## config.mk

```make
export PLATFORM = sky130hd
export DESIGN_NAME = usb_dev_line_rx
export DESIGN_NICKNAME = d
export VERILOG_FILES = /design/src/rtl/usb_dev_line_rx.sv
export SDC_FILE = /design/constraint.sdc
export NUM_CORES = 1
export LEC_CHECK = 0
export ABC_AREA = 1
export CORE_MARGIN = 3
export CORE_UTILIZATION = 45
export CTS_BUF_LIST = sky130_fd_sc_hd__clkbuf_4 sky130_fd_sc_hd__clkbuf_8
export DETAILED_ROUTE_END_ITERATION = 16
export PLACE_DENSITY = 0.69
export SLEW_MARGIN = 20
export SYNTH_ARGS = -nofsm -noshare
export SYNTH_HDL_FRONTEND = slang
export SYNTH_SLANG_ARGS = --single-unit
```

## constraint.sdc

```tcl
create_clock -name clk -period 1.4 [get_ports clk]
set_input_delay 0.28 -clock clk [delete_from_list [all_inputs] [get_ports clk]]
set_output_delay 0.28 -clock clk [all_outputs]
set_load 0.05 [all_outputs]
```

## src/rtl/usb_dev_line_rx.sv

```systemverilog
`default_nettype none
// ============================================================================
// Module      : usb_dev_line_rx
// Description : Device-side DP/DM line receiver. Decodes J/K/SE0/SE1 once per
//               clock, validates and strips the NRZI SYNC, streams packet line
//               bits, checks the EOP and reports start/done/error status.
// Revision    : 1.0 - initial release
// ============================================================================
module usb_dev_line_rx #(
  parameter logic [6:0] MAX_BITS = 7'd92,
  parameter logic [3:0] IDLE_LEN = 4'd8
) (
  input  logic       clk,
  input  logic       rst_b,
  input  logic       dp,
  input  logic       dm,
  input  logic       rx_en,
  output logic       bstr,
  output logic       bstr_valid,
  output logic       pkt_start,
  output logic       pkt_done,
  output logic       pkt_err,
  output logic [1:0] err_code,
  output logic [6:0] bit_cnt
);

  typedef enum logic [2:0] {
    S_IDLE = 3'd0,
    S_SYNC = 3'd1,
    S_DATA = 3'd2,
    S_EOP1 = 3'd3,
    S_EOP2 = 3'd4,
    S_ERR  = 3'd5
  } state_t;

  // Expected dp per SYNC index (bit i = index i): K J K J K J K K
  localparam logic [7:0] c_SYNC_PAT    = 8'b0010_1010;
  localparam logic [1:0] c_ERR_SYNC    = 2'd0;
  localparam logic [1:0] c_ERR_LINE    = 2'd1;
  localparam logic [1:0] c_ERR_LONG    = 2'd2;
  localparam logic [1:0] c_ERR_SHORT   = 2'd3;
  localparam logic [6:0] c_DATA_MAX    = MAX_BITS - 7'd8;
  localparam logic [6:0] c_MIN_BITS    = 7'd8;

  state_t     r_state;
  logic [2:0] r_sync_idx;
  logic [3:0] r_idle_cnt;
  logic       r_bstr;
  logic       r_bstr_valid;
  logic       r_pkt_start;
  logic       r_pkt_done;
  logic       r_pkt_err;
  logic [1:0] r_err_code;
  logic [6:0] r_bit_cnt;

  state_t     w_state_nxt;
  logic [2:0] w_sync_idx_nxt;
  logic [3:0] w_idle_cnt_nxt;
  logic       w_bstr_nxt;
  logic       w_bstr_valid_nxt;
  logic       w_pkt_start_nxt;
  logic       w_pkt_done_nxt;
  logic       w_pkt_err_nxt;
  logic [1:0] w_err_code_nxt;
  logic [6:0] w_bit_cnt_nxt;

  logic       w_is_j;
  logic       w_is_k;
  logic       w_is_se0;
  logic       w_is_jk;

  assign w_is_j   =  dp & ~dm;
  assign w_is_k   = ~dp &  dm;
  assign w_is_se0 = ~dp & ~dm;
  assign w_is_jk  = w_is_j | w_is_k;

  // Next-state and next-output decode for the line receiver
  always_comb begin
    w_state_nxt      = r_state;
    w_sync_idx_nxt   = r_sync_idx;
    w_idle_cnt_nxt   = r_idle_cnt;
    w_bstr_nxt       = r_bstr;
    w_bstr_valid_nxt = 1'b0;
    w_pkt_start_nxt  = 1'b0;
    w_pkt_done_nxt   = 1'b0;
    w_pkt_err_nxt    = 1'b0;
    w_err_code_nxt   = r_err_code;
    w_bit_cnt_nxt    = r_bit_cnt;

    if (!rx_en) begin
      // Reception disabled: park in IDLE with all status cleared, no pulses
      w_state_nxt    = S_IDLE;
      w_sync_idx_nxt = 3'd0;
      w_idle_cnt_nxt = 4'd0;
      w_bit_cnt_nxt  = 7'd0;
      w_err_code_nxt = 2'd0;
    end else begin
      case (r_state)
        S_IDLE: begin
          if (w_is_k) begin
            w_state_nxt    = S_SYNC;
            w_sync_idx_nxt = 3'd1;
          end
        end

        S_SYNC: begin
          if (w_is_jk && (dp == c_SYNC_PAT[r_sync_idx])) begin
            if (r_sync_idx == 3'd7) begin
              w_state_nxt     = S_DATA;
              w_pkt_start_nxt = 1'b1;
              w_bit_cnt_nxt   = 7'd0;
              w_sync_idx_nxt  = 3'd0;
            end else begin
              w_sync_idx_nxt = r_sync_idx + 3'd1;
            end
          end else begin
            w_state_nxt    = S_ERR;
            w_pkt_err_nxt  = 1'b1;
            w_err_code_nxt = c_ERR_SYNC;
            w_idle_cnt_nxt = 4'd0;
            w_sync_idx_nxt = 3'd0;
          end
        end

        S_DATA: begin
          if (w_is_jk) begin
            // The bit that would exceed the packet limit is dropped, not emitted
            if (r_bit_cnt == c_DATA_MAX) begin
              w_state_nxt    = S_ERR;
              w_pkt_err_nxt  = 1'b1;
              w_err_code_nxt = c_ERR_LONG;
              w_idle_cnt_nxt = 4'd0;
            end else begin
              w_bstr_nxt       = dp;
              w_bstr_valid_nxt = 1'b1;
              w_bit_cnt_nxt    = r_bit_cnt + 7'd1;
            end
          end else if (w_is_se0) begin
            w_state_nxt = S_EOP1;
          end else begin
            w_state_nxt    = S_ERR;
            w_pkt_err_nxt  = 1'b1;
            w_err_code_nxt = c_ERR_LINE;
            w_idle_cnt_nxt = 4'd0;
          end
        end

        S_EOP1: begin
          if (w_is_se0) begin
            w_state_nxt = S_EOP2;
          end else begin
            w_state_nxt    = S_ERR;
            w_pkt_err_nxt  = 1'b1;
            w_err_code_nxt = c_ERR_LINE;
            w_idle_cnt_nxt = 4'd0;
          end
        end

        S_EOP2: begin
          if (w_is_j) begin
            if (r_bit_cnt >= c_MIN_BITS) begin
              w_state_nxt    = S_IDLE;
              w_pkt_done_nxt = 1'b1;
            end else begin
              w_state_nxt    = S_ERR;
              w_pkt_err_nxt  = 1'b1;
              w_err_code_nxt = c_ERR_SHORT;
              w_idle_cnt_nxt = 4'd0;
            end
          end else begin
            w_state_nxt    = S_ERR;
            w_pkt_err_nxt  = 1'b1;
            w_err_code_nxt = c_ERR_LINE;
            w_idle_cnt_nxt = 4'd0;
          end
        end

        S_ERR: begin
          // Only an unbroken run of IDLE_LEN J samples releases the error state
          if (w_is_j) begin
            if ((r_idle_cnt + 4'd1) == IDLE_LEN) begin
              w_state_nxt    = S_IDLE;
              w_idle_cnt_nxt = 4'd0;
            end else begin
              w_idle_cnt_nxt = r_idle_cnt + 4'd1;
            end
          end else begin
            w_idle_cnt_nxt = 4'd0;
          end
        end

        default: begin
          w_state_nxt = S_IDLE;
        end
      endcase
    end
  end

  // State and registered-output update
  always_ff @(posedge clk) begin
    if (!rst_b) begin
      r_state      <= S_IDLE;
      r_sync_idx   <= 3'd0;
      r_idle_cnt   <= 4'd0;
      r_bstr       <= 1'b0;
      r_bstr_valid <= 1'b0;
      r_pkt_start  <= 1'b0;
      r_pkt_done   <= 1'b0;
      r_pkt_err    <= 1'b0;
      r_err_code   <= 2'd0;
      r_bit_cnt    <= 7'd0;
    end else begin
      r_state      <= w_state_nxt;
      r_sync_idx   <= w_sync_idx_nxt;
      r_idle_cnt   <= w_idle_cnt_nxt;
      r_bstr       <= w_bstr_nxt;
      r_bstr_valid <= w_bstr_valid_nxt;
      r_pkt_start  <= w_pkt_start_nxt;
      r_pkt_done   <= w_pkt_done_nxt;
      r_pkt_err    <= w_pkt_err_nxt;
      r_err_code   <= w_err_code_nxt;
      r_bit_cnt    <= w_bit_cnt_nxt;
    end
  end

  assign bstr       = r_bstr;
  assign bstr_valid = r_bstr_valid;
  assign pkt_start  = r_pkt_start;
  assign pkt_done   = r_pkt_done;
  assign pkt_err    = r_pkt_err;
  assign err_code   = r_err_code;
  assign bit_cnt    = r_bit_cnt;

endmodule
`default_nettype wire
```

; Yosys cells after proc, flatten, opt, wreduce, memory -nomap -nowiden
; Memory sizes are Yosys's and may differ from the RTL's. A register that Yosys moved wholly into a read port is not among the register bits.
; Cells that the tools add are included.
[word_totals]
regBits = 24
mem_bits_ro = 8
inputBits = 5
out_inout_bits = 14
elab_cells = 108
mem_count = 1
[op_classes]
addsub = 3
n_lt_le_gt_ge = 2
eq_ne = 20
mux = 49
bitwise = 7
reduce_logical = 16
[memory_table]
columns = memory, words, width, read_ports, rd_clocked_by_memory_dff, wr, line_no
row1 = (no name shown), 8, 1, 1, 1, 0, 107  ; if (w_is_jk && (dp == c_SYNC_PAT[r_sync_idx])) begin
[op_table]
columns = operator, count
row1 = $mux W3, 14
row2 = $mux W4, 8
row3 = $mux W7, 4
row4 = $reduce_and A4 Y1, 6
row5 = $pmux W4 S5, 1
row6 = $pmux W3 S6, 1
row7 = $ne A2 B2 Y1 const B, 8
row8 = $pmux W7 S2, 1
row9 = $mux W2, 6
row10 = $mux W1, 11
row11 = $reduce_and A5 Y1, 2
row12 = $eq A3 B3 Y1 const B, 3
row13 = $ne A3 B3 Y1 const B, 3
row14 = $pmux W2 S4, 1
row15 = $add A7 B1 Y7 const B, 1
row16 = $eq A7 B7 Y1 const B, 1
row17 = $ge A7 B4 Y1 const B, 1
row18 = $eq A3 B2 Y1 const B, 2
row19 = $pmux W3 S2, 1
row20 = $reduce_bool A5 Y1, 1
row21 = $add A4 B1 Y4 const B, 1
row22 = $eq A4 B4 Y1 const B, 1
row23 = $lt A3 B4 Y1 const B, 1
row24 = $pmux W1 S4, 1
row25 = 11 further kinds, 17

; Longest topological paths before layout
[depth]
ltp_word = 8
depth_mapped = 11
depth_no_buf = 11

; Worst setup path after synthesis
; No wires, ideal clock.
[synth_timing]
path_type = flip-flop to flip-flop
startpoint = reg r_bit_cnt[0] (netlist: bit_cnt[0])
endpoint = reg r_err_code[1] (netlist: err_code[1])
setup_time_ns = 0.070
t_arrival_ns = 1.662
t_required_ns = 1.330
slack_ns = -0.332
stages_incl_launch_ff = 10
n_path_buf = 0
synth_period_minus_slack_ns = 1.732
path_cell_list = dfxtp_1 > inv_1 > ha_1 > nand2_1 > inv_1 > nand3_1 > nand2_2 > o21ai_0 > o21ai_0 > a21oi_1
[synth_between]
elab_chain_cells = 3
elab_cells_between_ends = 5
cone_classes = 1 x order compare / 3 x eq/ne / 1 x reduce/logical
[synth_rtl]
columns = item, line_no
row1 = "start, declared", 54  ; logic [6:0] r_bit_cnt;
row2 = "start signal, assigned", 222  ; r_bit_cnt <= w_bit_cnt_nxt;
row3 = $ge A7 B4 Y1 or $eq A7 B7 Y1 (tied branches), "161, 128"
row4 = $ne A3 B3 Y1 (no line), -
row5 = $reduce_and A4 Y1 (no line) *, -
row6 = "end signal, assigned", 221  ; r_err_code <= w_err_code_nxt;
row7 = "end, declared", 53  ; logic [1:0] r_err_code;
; Mark *: on every way between the ends. The rest lies on a longest branch, timed or not.
; A chain may end at the register's enable or synchronous reset.

; Worst setup path after layout
[layout_timing]
startpoint = reg r_bit_cnt[1] (netlist: bit_cnt[1])
endpoint = reg r_state[2]
[layout_between]
elab_chain_cells = 4
elab_cells_between_ends = 7
cone_classes = 1 x order compare / 2 x eq/ne / 3 x mux / 1 x reduce/logical
[layout_rtl]
columns = item, line_no
row1 = $ge A7 B4 Y1, 161  ; if (r_bit_cnt >= c_MIN_BITS) begin
row2 = $mux W3, 161
row3 = $mux W3, 160  ; if (w_is_j) begin
row4 = $pmux W3 S6, 98  ; case (r_state)
row5 = "end signal, assigned", 213  ; r_state <= w_state_nxt;
row6 = "end, declared", 45  ; state_t r_state;
; Several ways; a longest one is shown, not always the timed one.

==> run summary <==
number of max-cap violations: 0
Clock Sink Count: 25
largest net degree at the start of global routing: 15
gr busiest metal: met2
gpl congestion: 0.924
worst hold path type: input pin to register
clock skew: 3.19 ps
Die Area: 0.00427 mm²
initial antenna violation count: 0
Mapped Area: 0.00159 mm²
peak supply drop: 0.000450 V
gr usage total: 23.4%
Worst slew margin: 81.3%
First-pass DRT Iterations: 4
Crit Reg-Reg Endpoint: r_state[2]
Final period util: 106%
Boundary Pins: 19
die width: 65.4 µm
FF-to-FF setup slack: -80 ps
final WL: 5930 µm
failing checks: negative setup slack
Final Core Density: 87.9%
leakage power: 0.00116 µW
Reg2Reg Depth: 11
Antenna Nets Post-Route: 0
Post-route DRC: 0
CTS H-Tree Depth: 1
max-slew violations: 0
layout cells sized above 1: 50.5%
maximum clock path buffer count: 2
Final WS setup: -85.0 ps
worst-skew pair later-pin latency: 330 ps
Detailed Route Iter0 Violations: 185
final setup fails: 13
routed via count: 2006
crit path max-delay cell type: dfxtp_4
CP most frequent cell: inv_2
synthesized area per cell: 6.34 µm²
Die Span Y: 65.4 µm
fillers: 169
CTS buffer count: 3
most frequent cells in the layout: 49 x buf_4, 47 x nand2_1, 25 x inv_1
most common cell after layout, fill and taps aside: buf_4
family with the most delay on the worst path: simple AND/OR/NAND/NOR gates
Max Clock Freq: 673 MHz
area of the core: 0.00320 mm²
pwr dens: 511 mW/mm²
clock root cell: clkbuf_4
FF-to-FF Start: bit_cnt[1]
grt total ovfl: 0
met2 Track Usage GR: 41.0%
Global Route met3 Usage: 3.59%
hold violation count in the final report: 0
area delta synth->final: 77.5%
post-layout min period: 1480 ps
drt wl/cell: 16.2 µm
Worst-path clk slew: 130 ps
Port Buf Inserts: 18
Worst setup SP type: register
DP HPWL: 3350 µm
status: finished with violations
hold endpoint: bstr
Yosys cell types: 22
nets: 339
Rows: 20
Initial Util: 49.5%
antenna diode count: 0
crit path cell chain: inv_2 -> ha_4 -> nand2_2 -> inv_2 -> nand3_4 -> nand2_8 -> nand2_4 -> nor2_4 -> nand2_1 -> o21ai_1 -> inv_1
buffers plus inverters on the worst setup path: 3
GRT met1 Usage: 29.9%
CTS tree: yes
Worst Setup Path Type: register to register
sequential area share after synthesis: 31.6%
Worst-Margin Slew: 278 ps
overall power: 1440 µW
Mapped Cells: 250
synthesized net count: 265
startpoint of the worst hold path: dp
#FFs+latches synth: 25
Hold Path Stages: 4
Req. time, crit path: 1640 ps
first-pass GRT wire length: 7990 µm
Critical Path Fanout Max: 5
Crit. End Element: register
Ys Warns: 0
RSZ-0062 raised after global routing: true
vias in the first global route: 1815
vias per cell: 5.47
pre-CTS setup slack: -675 ps
Max stage delay on crit path: 390 ps
critical path arrival: 1730 ps
[tightest hold or removal path: stages]
cell and delay, ps:
clkdlybuf4s15_1 200, buf_4 160, nand3_1 100, a21oi_2 50
[layout make-up]
type / count / area [µm²] / share of cell area, %
clock buffer: 4 / 30.0 / 1.07
inverter: 39 / 151 / 5.38
tap: 44 / 55.1 / 1.96
timing repair buffer: 71 / 751 / 26.7
multi-input combinational: 184 / 1300 / 46.1
sequential: 25 / 531 / 18.9
[cell families (layout without fill, tap and decap cells)]
group | Yosys count | after routing | share of synthesized area, %
simple gates | 136 | 136 | 37.3
buf+inv | 41 | 114 | 9.71
compound gates | 37 | 37 | 13.0
flops | 25 | 25 | 31.6
fa+ha+maj | 10 | 10 | 7.89
xor+xnor | 1 | 1 | 0.553
[state kept, by name (all words and copies together), names as in the netlist, named ones only]
signal,flops
bstr,1
bit_cnt,7
err_code,2
r_state,3
pkt_start,1
bstr_valid,1
r_sync_idx,3
pkt_err,1
pkt_done,1
r_idle_cnt,4
[worst max-delay path by stage]
| stage | slack [ps] | to | cells past startpoint | startpoint |
|---|---|---|---|---|
| 2_1_floorplan | -20 | r_state[2] | 11 | bit_cnt[0] |
| 3_3_place_gp | -570 | err_code[1] | 9 | dm |
| 3_5_place_dp | -670 | bit_cnt[5] | 9 | dm |
| 4_1_cts | -10 | r_state[2] | 11 | bit_cnt[0] |
| 5_1_grt | -160 | r_state[2] | 11 | bit_cnt[1] |
| 6_report | -80 | r_state[2] | 11 | bit_cnt[1] |
[power by group]
group          switching (µW)  internal [µW]
Combinational             195            163
Clock                     226            131
Sequential               12.0            712
[routing by layer]
layer	vias up	share of wire (%)	wire length, µm
met5	-	0	0
met4	0	3.7	221
met3	26	5.2	309
met2	90	52	3100
met1	939	39	2300
li1	951	-	-
[timing repair]
item,CTS,global route
setup buffers,3,10
resized for setup,29,77
pin swaps,9,28
setup endpoints to repair,24,20
hold buffers,0,0
[through the flow]
stage	cells	cell area [µm²]	setup TNS, ps	hold WS [ps]
after floorplan	250	1650	-23.4	412
after global placement	350	2330	-12600	477
after detailed placement	350	2330	-13420	479
after CTS	357	2470	-19.5	492
after global routing	367	2810	-1450	524
final	367	2810	-351	494
[Yosys cell counts, drive strengths merged]
library cell | instances | share of area [%]
nand2 | 68 | 17
inv | 39 | 9.2
nor2 | 30 | 7.7
nand3 | 29 | 9.2
dfxtp | 25 | 32
a21oi | 20 | 6.3
o21ai | 13 | 4.8
ha | 10 | 7.9
nand4 | 5 | 2.0
a22oi | 3 | 1.4
nor3 | 3 | 0.95
clkbuf | 2 | 0.47
and3 | 1 | 0.39
o21bai | 1 | 0.47
xor2 | 1 | 0.55
Power figures use the tool's default switching activity.
